==> src/rtl/mac_lane_engine_pkg.sv <==
// mac_lane_engine_pkg
// Shared definitions for the MAC lane engine: FSM state encoding, lane and
// tap geometry, and the default accumulator width.
//   LANES     : number of parallel X lanes
//   TAPS      : bytes per lane, one coefficient per byte (one CALC pass)
//   BYTE_W    : X byte and coefficient width
//   ACC_W_DEF : 8x8 product plus 3 growth bits for 8 terms
package mac_lane_engine_pkg;

  typedef enum logic [1:0] {
    IDLE = 2'd0,
    CALC = 2'd1,
    OUT  = 2'd2
  } state_t;

  localparam int LANES     = 4;
  localparam int TAPS      = 8;
  localparam int BYTE_W    = 8;
  localparam int ACC_W_DEF = 19;

endpackage

==> src/rtl/mac_lane_engine_mac_lane.sv <==
// mac_lane
// One lane of unsigned 8x8 multiply-accumulate. The accumulator always runs
// at full ACC_W; the result register captures the final sum of a column.
// Build option: SAT_OUT_EN clamps the captured result to 16'hFFFF for a
// 16-bit consumer. Without it the result is the accumulator value unmodified.
// Ports:
//   clk, rst   : clock, asynchronous active-low reset
//   clr        : zero the accumulator (start of a column)
//   en         : add x*coef into the accumulator
//   load       : capture acc + x*coef into res (last tap of a column)
//   x, coef    : unsigned operands
//   res        : registered column result
module mac_lane
  import mac_lane_engine_pkg::*;
#(
  parameter int ACC_W = ACC_W_DEF
) (
  input  logic              clk,
  input  logic              rst,
  input  logic              clr,
  input  logic              en,
  input  logic              load,
  input  logic [BYTE_W-1:0] x,
  input  logic [BYTE_W-1:0] coef,
  output logic [ACC_W-1:0]  res
);

  logic [2*BYTE_W-1:0] prod;
  logic [ACC_W-1:0]    acc;
  logic [ACC_W-1:0]    acc_sum;
  logic [ACC_W-1:0]    res_d;

  assign prod    = x * coef;
  assign acc_sum = acc + ACC_W'(prod);

`ifdef SAT_OUT_EN
  assign res_d = (acc_sum > ACC_W'(16'hFFFF)) ? ACC_W'(16'hFFFF) : acc_sum;
`else
  assign res_d = acc_sum;
`endif

  always_ff @(posedge clk or negedge rst) begin
    if (!rst) begin
      acc <= '0;
    end else if (clr) begin
      acc <= '0;
    end else if (en) begin
      acc <= acc_sum;
    end
  end

  // The result is taken from the sum of the final tap, so it is ready in the
  // same cycle the FSM enters OUT and holds through IDLE and the next CALC.
  always_ff @(posedge clk or negedge rst) begin
    if (!rst) begin
      res <= '0;
    end else if (load) begin
      res <= res_d;
    end
  end

endmodule

==> src/rtl/mac_lane_engine.sv <==
// mac_lane_engine
// Walks a full 4x8 X block held in the shift buffer, multiplying each lane
// head byte by a shared ROM coefficient and accumulating per lane. Each
// column is an 8-shift pass that fully rotates the X buffer back to its
// starting phase; four results per column leave over a valid/ready handshake.
// Build option: SAT_OUT_EN (see mac_lane) saturates results to 16 bits.
// Ports:
//   clk, rst             : clock, asynchronous active-low reset
//   start, xload_done    : block request, accepted only when the buffer is full
//   X_reg1..X_reg4       : lane head bytes from the X buffer
//   coef_in / coef_addr  : combinational coefficient ROM, address {col, k}
//   x_shift              : rotate request to the X buffer (CALC only)
//   res1..res4           : lane results, res_valid / res_ready handshake
//   busy                 : engine not idle
//   block_done           : one-cycle pulse after the last column is accepted
//
// state | meaning
// IDLE  | waiting for start with a loaded X block
// CALC  | one tap per cycle, 8 cycles per column, X buffer rotating
// OUT   | column results presented, waiting for res_ready
module mac_lane_engine
  import mac_lane_engine_pkg::*;
#(
  parameter int NUM_COLS = 4,
  parameter int ACC_W    = ACC_W_DEF
) (
  input  logic              clk,
  input  logic              rst,
  input  logic              start,
  input  logic              xload_done,
  input  logic [BYTE_W-1:0] X_reg1,
  input  logic [BYTE_W-1:0] X_reg2,
  input  logic [BYTE_W-1:0] X_reg3,
  input  logic [BYTE_W-1:0] X_reg4,
  input  logic [BYTE_W-1:0] coef_in,
  output logic              x_shift,
  output logic [4:0]        coef_addr,
  output logic [ACC_W-1:0]  res1,
  output logic [ACC_W-1:0]  res2,
  output logic [ACC_W-1:0]  res3,
  output logic [ACC_W-1:0]  res4,
  output logic              res_valid,
  input  logic              res_ready,
  output logic              busy,
  output logic              block_done
);

  localparam logic [1:0] LAST_COL = 2'(NUM_COLS - 1);
  localparam logic [2:0] LAST_K   = 3'(TAPS - 1);

  state_t            state;
  state_t            state_nxt;
  logic [1:0]        col;
  logic [2:0]        k;
  logic              acc_clr;
  logic              acc_en;
  logic              res_load;
  logic              accept;
  logic              last_col;
  logic [BYTE_W-1:0] x_lane   [LANES];
  logic [ACC_W-1:0]  res_lane [LANES];

  assign x_lane[0] = X_reg1;
  assign x_lane[1] = X_reg2;
  assign x_lane[2] = X_reg3;
  assign x_lane[3] = X_reg4;

  assign res1 = res_lane[0];
  assign res2 = res_lane[1];
  assign res3 = res_lane[2];
  assign res4 = res_lane[3];

  assign last_col  = (col == LAST_COL);
  assign coef_addr = {col, k};

  always_ff @(posedge clk or negedge rst) begin
    if (!rst) begin
      state <= IDLE;
    end else begin
      state <= state_nxt;
    end
  end

  always_comb begin
    state_nxt = state;
    x_shift   = 1'b0;
    res_valid = 1'b0;
    busy      = 1'b0;
    acc_clr   = 1'b0;
    acc_en    = 1'b0;
    res_load  = 1'b0;
    accept    = 1'b0;
    case (state)
      IDLE: begin
        if (start && xload_done) begin
          acc_clr   = 1'b1;
          state_nxt = CALC;
        end
      end
      CALC: begin
        busy    = 1'b1;
        x_shift = 1'b1;
        acc_en  = 1'b1;
        if (k == LAST_K) begin
          res_load  = 1'b1;
          state_nxt = OUT;
        end
      end
      OUT: begin
        busy      = 1'b1;
        res_valid = 1'b1;
        if (res_ready) begin
          accept = 1'b1;
          if (last_col) begin
            state_nxt = IDLE;
          end else begin
            acc_clr   = 1'b1;
            state_nxt = CALC;
          end
        end
      end
      default: state_nxt = IDLE;
    endcase
  end

  // col returns to 0 at block end so coef_addr idles at 0; k wraps to 0
  // naturally after the eighth tap.
  always_ff @(posedge clk or negedge rst) begin
    if (!rst) begin
      col        <= '0;
      k          <= '0;
      block_done <= 1'b0;
    end else begin
      block_done <= 1'b0;
      case (state)
        IDLE: begin
          if (start && xload_done) begin
            col <= '0;
            k   <= '0;
          end
        end
        CALC: k <= k + 3'd1;
        OUT: begin
          if (accept) begin
            if (last_col) begin
              col        <= '0;
              block_done <= 1'b1;
            end else begin
              col <= col + 2'd1;
            end
          end
        end
        default: ;
      endcase
    end
  end

  for (genvar i = 0; i < LANES; i++) begin : g_lane
    mac_lane #(
      .ACC_W(ACC_W)
    ) u_lane (
      .clk  (clk),
      .rst  (rst),
      .clr  (acc_clr),
      .en   (acc_en),
      .load (res_load),
      .x    (x_lane[i]),
      .coef (coef_in),
      .res  (res_lane[i])
    );
  end

endmodule
==> config.mk <==
export PLATFORM = sky130hd
export DESIGN_NAME = mac_lane_engine
export DESIGN_NICKNAME = d
export VERILOG_FILES = /design/src/rtl/mac_lane_engine_pkg.sv /design/src/rtl/mac_lane_engine_mac_lane.sv /design/src/rtl/mac_lane_engine.sv
export SDC_FILE = /design/constraint.sdc
export NUM_CORES = 1
export LEC_CHECK = 0
export ABC_AREA = 1
export CAP_MARGIN = 20
export CORE_MARGIN = 3
export CORE_UTILIZATION = 45
export CTS_CLUSTER_DIAMETER = 50
export DETAILED_ROUTE_END_ITERATION = 16
export PLACE_DENSITY = 0.71
export SKIP_LAST_GASP = 1
export SLEW_MARGIN = 20
export SYNTH_ARGS = -nofsm -noshare
export SYNTH_HDL_FRONTEND = slang
export SYNTH_SLANG_ARGS = --single-unit
==> constraint.sdc <==
create_clock -name clk -period 6 [get_ports clk]
set_input_delay 0.6 -clock clk [delete_from_list [all_inputs] [get_ports clk]]
set_output_delay 0.6 -clock clk [all_outputs]
set_load 0.02 [all_outputs]
Word-level counts from Yosys, hierarchy flattened
Cells that the tools add are included.
Cells by class
  add/sub/neg operators: 6
  multiply operators: 4
  equality and inequality tests: 8
  mux-type cells: 33
  reduce and logical (&&, ||, !) cells: 9
Operators by type and width (number)
  19-bit two-way mux: 8
  19-bit by 16-bit adder with 19-bit output: 4
  8-bit by 8-bit multiplier with 16-bit output: 4
  1-bit two-way mux: 14
  2-bit two-way mux: 6
  2-bit != test, second input constant: 4
  2-bit one-hot mux with 3 select lines: 1
  3-bit one-hot mux with 2 select lines: 1
  3-bit AND reduction: 2
  2-bit nonzero test: 3
  2-bit == test, second input constant: 2
  2-bit one-hot mux with 2 select lines: 1
  3-bit by 1-bit adder with 3-bit output, second input constant: 1
  3-bit == test, second input constant: 1
  3-bit two-way mux: 1
  2-bit by 1-bit adder with 2-bit output, second input constant: 1
  2-bit by 1-bit == test with 1-bit output, second input constant: 1
  2-bit zero test: 1
  1-bit one-hot mux with 2 select lines: 1
  2-bit AND reduction: 1
  2-bit OR reduction: 1
  1-bit logical AND: 1
Storage, ports and cells
  flip-flop bits (word level): 160
  word-level logic and storage cells: 72

Depth between registers and ports, before layout
Gate-level depths: netlist of run 1.
  word-level depth: 5
  gate-level depth with buffers: 21

Cells and area by module
A second synthesis of run 1 with hierarchy kept.
Unflattened totals
  cell total of the unflattened synthesis: 2434
  area, all modules: 18008.5 sq um
Modules (own cells, without submodules)
  mac_lane (g_lane[1].u_lane ...): times used 2, cells an instance 592, area each 4383.0 sq um, seq. area each 950.9 sq um
  mac_lane (g_lane[3].u_lane): times used 1, cells an instance 592, area each 4355.4 sq um, seq. area each 950.9 sq um
  mac_lane (g_lane[0].u_lane): times used 1, cells an instance 590, area each 4354.2 sq um, seq. area each 950.9 sq um
  mac_lane_engine: times used 1, cells an instance 68, area each 533.0 sq um, seq. area each 200.2 sq um

Worst setup path after synthesis of run 1
OpenSTA, ideal clock, no wires.
  path type: input port to flip-flop
  start point: input coef_in[0]
  end point: register g_lane[3].u_lane.acc[9]
  setup time: 127 ps
  arrival: 4100 ps
  required time: 5873 ps
  setup slack: 1773 ps
  stages: 17
  path buffers: 1
  cell sequence: clkbuf_1 > nand2_1 > fa_1 > inv_1 > fa_1 > fa_1 > inv_1 > fa_1 > inv_1 > ha_1 > nand2_1 > inv_1 > nand2_1 > nand3_1 > or2_2 > nand3_1 > o21ai_0
On the way
  cells in the longest elaborated chain, start to end: 4
Ends and longest elaborated chain
  start: declaration: line mac_lane_engine.sv:35  | input logic [BYTE_W-1:0] coef_in,
  8-bit by 8-bit multiplier with 16-bit output: line mac_lane_engine_mac_lane.sv:33  | assign prod = x * coef;
  19-bit by 16-bit adder with 19-bit output: line mac_lane_engine_mac_lane.sv:34  | assign acc_sum = acc + ACC_W'(prod);
  19-bit two-way mux: line mac_lane_engine_mac_lane.sv:47  | end else if (en) begin
  19-bit two-way mux: line mac_lane_engine_mac_lane.sv:45  | end else if (clr) begin
  end signal: assignment: line mac_lane_engine_mac_lane.sv:48  | acc <= acc_sum;
  end: declaration: line mac_lane_engine_mac_lane.sv:29  | logic [ACC_W-1:0] acc;
Every way passes these cells. The select of a mux whose other input is x is not followed.
A chain may end at the register's enable or synchronous reset.

Worst setup path in the final report of run 1
  start point: input coef_in[2]
  end point: register g_lane[1].u_lane.acc[9]
On the way
  cells in the longest elaborated chain, start to end: 4
Ends and longest elaborated chain (line)
  8-bit by 8-bit multiplier with 16-bit output: mac_lane_engine_mac_lane.sv:33
  19-bit by 16-bit adder with 19-bit output: mac_lane_engine_mac_lane.sv:34
  19-bit two-way mux: mac_lane_engine_mac_lane.sv:47
  19-bit two-way mux: mac_lane_engine_mac_lane.sv:45
  end signal: assignment: mac_lane_engine_mac_lane.sv:48
  end: declaration: mac_lane_engine_mac_lane.sv:29
Every way passes these cells. The select of a mux whose other input is x is not followed.

==> results of run 1 <==
## state kept, by name (all words and copies together), names as in the netlist
name / cells
g_lane.u_lane.acc: 76
g_lane.u_lane.res: 76
k: 3
col: 2
state: 2
block_done: 1
## final timing paths
kind / end / slack (ns) / cells after the start
min in group clk: g_lane[0].u_lane.res[10] / 0.48 / 2
hold reg to reg: g_lane[0].u_lane.res[10] / 0.48 / 2
setup / recovery: g_lane[1].u_lane.acc[9] / 1.33 / 18
setup reg to reg: g_lane[1].u_lane.acc[9] / 2.08 / 16
max in group asynchronous: g_lane[2].u_lane.res[15] / 4.56 / 2
hold / removal: g_lane[0].u_lane.res[17] / 0.13 / 1
## cells in the mapped netlist (all sizes together)
library cell | count | area (µm²)
inv | 689 | 2590
fa | 200 | 4000
xor2 | 4 | 35.0
dfrtp | 160 | 4000
ha | 171 | 2140
xnor2 | 8 | 70.1
nor2 | 46 | 204
nand3b | 12 | 90.1
a21oi | 33 | 165
nand3 | 133 | 866
or2 | 19 | 119
buf | 26 | 221
nand2 | 794 | 3090
nor3 | 12 | 60.1
o41ai | 2 | 17.5
clkbuf | 61 | 260
nand4 | 5 | 31.3
o22ai | 26 | 163
o21ai | 45 | 225
## worst max-delay path, delay by kind of cell
family                     cells  cell delay [ns]
AOI/OAI and AO/OA              1             0.08
adders and majority gates      5             2.33
and+or+nand+nor                6             0.91
buffers and inverters          6             1.03
## area by class of cell
cell class | count | area [µm²]
clock buffers | 19 | 453
flip-flops and latches | 160 | 4000
well taps | 525 | 657
multi-input cells | 1510 | 11300
clock inverters | 12 | 148
repair buffers | 143 | 1440
fillers | 3859 | 19400
inverters | 689 | 2590
## metrics by stage
step	instances	hold WS, ns	utilization (%)	area (µm²)
final	3058	0.131	51.4	20600
after global routing	3058	0.163	51.4	20600
after CTS	3057	0.126	51.4	20500
after detailed placement	3026	0.466	49.9	19900
after global placement	3025	0.463	49.8	19900
after floorplan	2446	0.304	-	18400
## layer usage
layer  vias up  track usage, %  share of wire, %
li1       7239               -                 -
met1      7170            30.3                46
met2       365            35.9                46
met3        73            4.07               5.8
met4         6            6.51               2.0
met5         -               0             0.090
## cell families (layout without fill, tap and decap cells)
| family | count (synthesis) | after routing | synth area share (%) |
|---|---|---|---|
| adders and majority gates | 371 | 371 | 33.5 |
| DFF | 160 | 160 | 21.8 |
| AOI/OAI and AO/OA | 106 | 106 | 3.11 |
| buffers and inverters | 776 | 863 | 16.7 |
| and+or+nand+nor | 1021 | 1021 | 24.3 |
| xor gates and xnor gates | 12 | 12 | 0.573 |
==> metrics.md, run 1 <==
| Metric | Value |
|---|---|
| Outcome | `finished clean` |
| Hold Fails Final Rpt | `0` |
| Die ar. | `43200 µm²` |
| Core footprint | `40000 µm²` |
| Worst skew pair latency | `0.47 ns` |
| Critical Path RT | `6.32 ns` |
| Crit-path cells | `clkdlybuf4s50_1 > buf_4 > nand2_1 > fa_1 > inv_1 > fa_1 > fa_1 > inv_1 > fa_1 > inv_1 > ha_1 > nand2_1 > inv_1 > nand2_1 > nand3_1 > or2_2 > nand3_1 > o21ai_0` |
| Antenna violations before repair | `3` |
| Post-route ant nets | `0` |
| Hpwl dp | `34500 µm` |
| Largest stage delay, worst path | `0.56 ns` |
| RSZ-0062 raised after global routing | `no` |
| Ratio of cells with drive above 1 in the final layout | `5.65%` |
| Reg-to-reg critical path startpoint | `g_lane[1].u_lane.acc[6]` |
| DIE WIDTH | `208 µm` |
| Maximum root-to-sink buffer count | `2` |
| Synth cell types | `31` |
| Mapped Area | `18400 µm²` |
| Clk root buf | `clkbuf_16` |
| Nature of the critical path endpoint | `register` |
| Number of buffers created by CTS | `17` |
| # setup viols final | `0` |
| Clk sinks | `160` |
| DR iter-0 viols | `836` |
| Hold_buf cts | `0` |
| Setup crit start kind | `input pin` |
| Max-cap violation count | `0` |
| Initial Utilization | `45.9%` |
| Minimum clock period | `4.67 ns` |
| Slew headroom | `42.7%` |
| FP Rows | `73` |
| WL/cell | `14.8 µm` |
| Avg Inst Size Synth | `7.50 µm²` |
| WP data arrival | `5.00 ns` |
| Pre-antenna DRT Iters | `5` |
| Fmax | `214 MHz` |
| Cells after Synth | `2446` |
| Seq/Total Area, Yosys | `21.8%` |
| Global route overflow | `0` |
| Commonest cells after routing, fill and taps aside | `nand2_1, inv_1, fa_1, ha_1, dfrtp_1` |
| Setup_tns | `0 ns` |
| First-pass GRT wire length | `78100 µm` |
| Number of I/O port buffers | `129` |
| # DRC | `0` |
| Largest net degree at the start of global routing | `78` |
| Crit Path Max Fanout | `32` |
| Yosys warning total | `0` |
| Worst slew pin tran | `0.860 ns` |
| GRT Total Usage | `22.1%` |
| Vias in the first global route | `15710` |
| Syn Nets | `2862` |
| Area Overhead vs Synth | `12.1%` |
| Setup CP Type | `input pin to register` |
| Layout net count | `2937` |
| Layout Skew | `0.0147 ns` |
| Commonest non-fill, non-tap cell in the layout | `nand2_1` |
| Setup Fix Bufs, Post-CTS | `0` |
| Yosys reg bits | `160` |
| Vias/cell | `4.86` |
| Placer Congestion | `0.888` |
| Slew Viols, Final | `0` |
| Pre-CTS worst setup slack | `0.861 ns` |
| Htree depth | `4` |
| Tcrit/Tclk final | `77.9%` |
| Clock slew at reported path FFs | `0.08 ns` |
| Die height | `208 µm` |
| Wirelength, routed | `45400 µm` |
| CTS tree | `done` |
| Antenna Cells | `0` |
| Tightest Hold Check Type | `input pin to async pin` |
| Ports | `130` |
| Number of vias in the routed layout | `14853` |
| Worst path slowest cell | `fa_1` |
| Final setup margin | `1.33 ns` |
| Worst setup path startpoint | `coef_in[2]` |
| Number of gates resized after CTS | `0` |
Power of run 1 is not shown: default switching activity piles up to over one toggle a cycle in this logic, so the estimate is an artifact.
==> inputs of run 2 (changes only) <==
Settings changed: PLACE_DENSITY 0.71 to 0.73.
Clock period 6 ns to 4.2 ns, I/O delays scaled along.
==> run 2 against run 1 <==
Hold slack lost 0.13 ns. Critical path depth is the same. Via count increased by 6.2%. Design area rose by 6.9%. Clock skew barely moved. Highest routed layer unchanged. Die area stayed put. Largest cell class unchanged. First-iteration DRC count grew 52%. Clock-buffer cell count unchanged. Global-route usage increased by 0.84 points. Sequential cell count stayed put. Non-clock buffer count up 124.
==> metrics.md, run 2 (synthesis gave the netlist of run 1 again) <==
| Metric | Value |
|---|---|
| FP Rows | `73` |
| Post-layout util | `55.0%` |
| Pre-antenna DRT Iters | `6` |
| Fillers | `3699` |
| Tcrit/Tclk final | `97.5%` |
| Number of vias in the routed layout | `15777` |
| Crit Path Max Fanout | `7` |
| Setup CP Type | `input pin to register` |
| WP data arrival | `4.40 ns` |
| Post-route ant nets | `0` |
| Number of buffers created by CTS | `17` |
| Setup crit start kind | `input pin` |
| Core footprint | `40000 µm²` |
| DR iter-0 viols | `1268` |
| M2 GR Usage | `38.2%` |
| Wirelength, routed | `49800 µm` |
| # DRC | `0` |
| Placer Congestion | `0.904` |
| Hold Fails Final Rpt | `0` |
| Vias in the first global route | `16438` |
| Worst skew pair latency | `0.47 ns` |
| Critical Path RT | `4.51 ns` |
| Area after DPL | `20900 µm²` |
| Met3 Usage GRT | `4.54%` |
| WL/cell | `15.6 µm` |
| Minimum clock period | `4.10 ns` |
| Global route overflow | `0` |
| Largest stage delay, worst path | `0.54 ns` |
| Fmax | `244 MHz` |
| Hpwl dp | `36100 µm` |
| Die ar. | `43200 µm²` |
| Clock slew at reported path FFs | `0.07 ns` |
| Ports | `130` |
| Die height | `208 µm` |
| Vias/cell | `4.96` |
| Worst slew pin tran | `0.963 ns` |
| Antenna violations before repair | `5` |
| Layout Skew | `0.0144 ns` |
| Tightest Hold Check Type | `input pin to async pin` |
| Outcome | `finished clean` |
| Number of I/O port buffers | `129` |
| Commonest non-fill, non-tap cell in the layout | `nand2_1` |
| Initial Utilization | `45.9%` |
| Slew headroom | `35.8%` |
| Flop2flop setup slack | `0.30 ns` |
| Grt met1 use | `30.8%` |
| Top flop regs | `g_lane.u_lane.acc: 76 flops, g_lane.u_lane.res: 76 flops, k: 3 flops` |
| Gr busiest metal | `met2` |
| First-pass GRT wire length | `80900 µm` |
| Setup_tns | `0 ns` |
| Slew Viols, Final | `0` |
| Nature of the critical path endpoint | `register` |
| Largest net degree at the start of global routing | `86` |
| GRT Total Usage | `22.9%` |
| Commonest cells after routing, fill and taps aside | `nand2_1, inv_1, fa_1, ha_1, dfrtp_1` |
| # setup viols final | `0` |
| Maximum root-to-sink buffer count | `2` |
| Clk sinks | `160` |
| DIE WIDTH | `208 µm` |
| Ratio of cells with drive above 1 in the final layout | `11.3%` |
| Crit-path cells | `clkdlybuf4s50_1 > buf_6 > nand2_1 > fa_1 > inv_1 > fa_1 > fa_1 > inv_1 > fa_1 > inv_1 > ha_4 > nand2_1 > inv_1 > nand2_1 > nand3_2 > or2_2 > nand3_1 > o21ai_0` |
| Worst path slowest cell | `fa_1` |
| Area Overhead vs Synth | `19.8%` |
| CTS tree | `done` |
| Htree depth | `4` |
| Clk root buf | `clkbuf_16` |
| Final Instance Area | `22000 µm²` |
| Layout net count | `3061` |
| Max-cap violation count | `0` |
==> run 2: cell types whose count changed in the layout (fill, tap and decap cells not counted), sizes merged <==
cell           previous run  this run
clkinvlp                  2         3
inv                     695       694
clkdlybuf4s50           128        98
bufbuf                    0         3
dlymetal6s2s              0        27
diode                     0         1
buf                      15       131
clkbuf                   19        27
==> run 2: area by class of cell <==
type	instances	area (µm²)	area share, %
Clock inverter	12	149	0.677
Multi-Input combinational cell	1510	11500	52.1
Timing Repair Buffer	267	2680	12.2
Tap cell	525	657	2.99
Antenna cell	1	2.50	0.0114
Inverter	689	2590	11.8
Clock buffer	19	453	2.06
Sequential cell	160	4000	18.2
==> run 2: worst paths after layout <==
| path | end | cells past startpoint | start |
|---|---|---|---|
| setup / recovery | g_lane[1].u_lane.acc[9] | 18 | X_reg2[6] |
| hold / removal | g_lane[2].u_lane.res[15] | 1 | rst |
| setup reg to reg | g_lane[0].u_lane.acc[9] | 16 | g_lane[0].u_lane.acc[7] |
| hold reg to reg | g_lane[0].u_lane.res[17] | 2 | g_lane[0].u_lane.res[17] |
| max in group asynchronous | g_lane[0].u_lane.acc[9] | 2 | rst |
| min in group clk | g_lane[0].u_lane.res[17] | 2 | g_lane[0].u_lane.res[17] |
==> run 2: worst max-delay path: cells and delay by family <==
family,cells,cell delay (ns)
AOI/OAI and AO/OA,1,0.11
adders and majority gates,5,2.24
buffers and inverters,6,0.86
and+or+nand+nor,6,0.75
==> run 2: metal layers <==
metal  up-vias  routed length [µm]
li1       7492                   -
met1      7614               21300
met2       570               23500
met3        93                3650
met4         8                1300
met5         -                  56
==> run 2: per-stage QoR <==
step | std cells | hold WS [ns] | setup WS, ns
floorplan | 2446 | 0.124 | 0.153
global placement | 3141 | 0.462 | -0.525
detailed placement | 3141 | 0.465 | -0.567
CTS | 3177 | 0.0309 | -0.00723
global route | 3183 | 0.0709 | -0.0529
finish | 3183 | 0.00162 | 0.105
==> run 2: timing repair <==
action | 4_1_cts | 5_1_grt
endpoints found under the setup margin | 17 | 97
buffers inserted | 2 | 0
cloned | 3 | 5
pin swaps | 0 | 1
hold buffers | 0 | 0
resized for setup | 4 | 63
Power of run 2 is left out for the same reason.
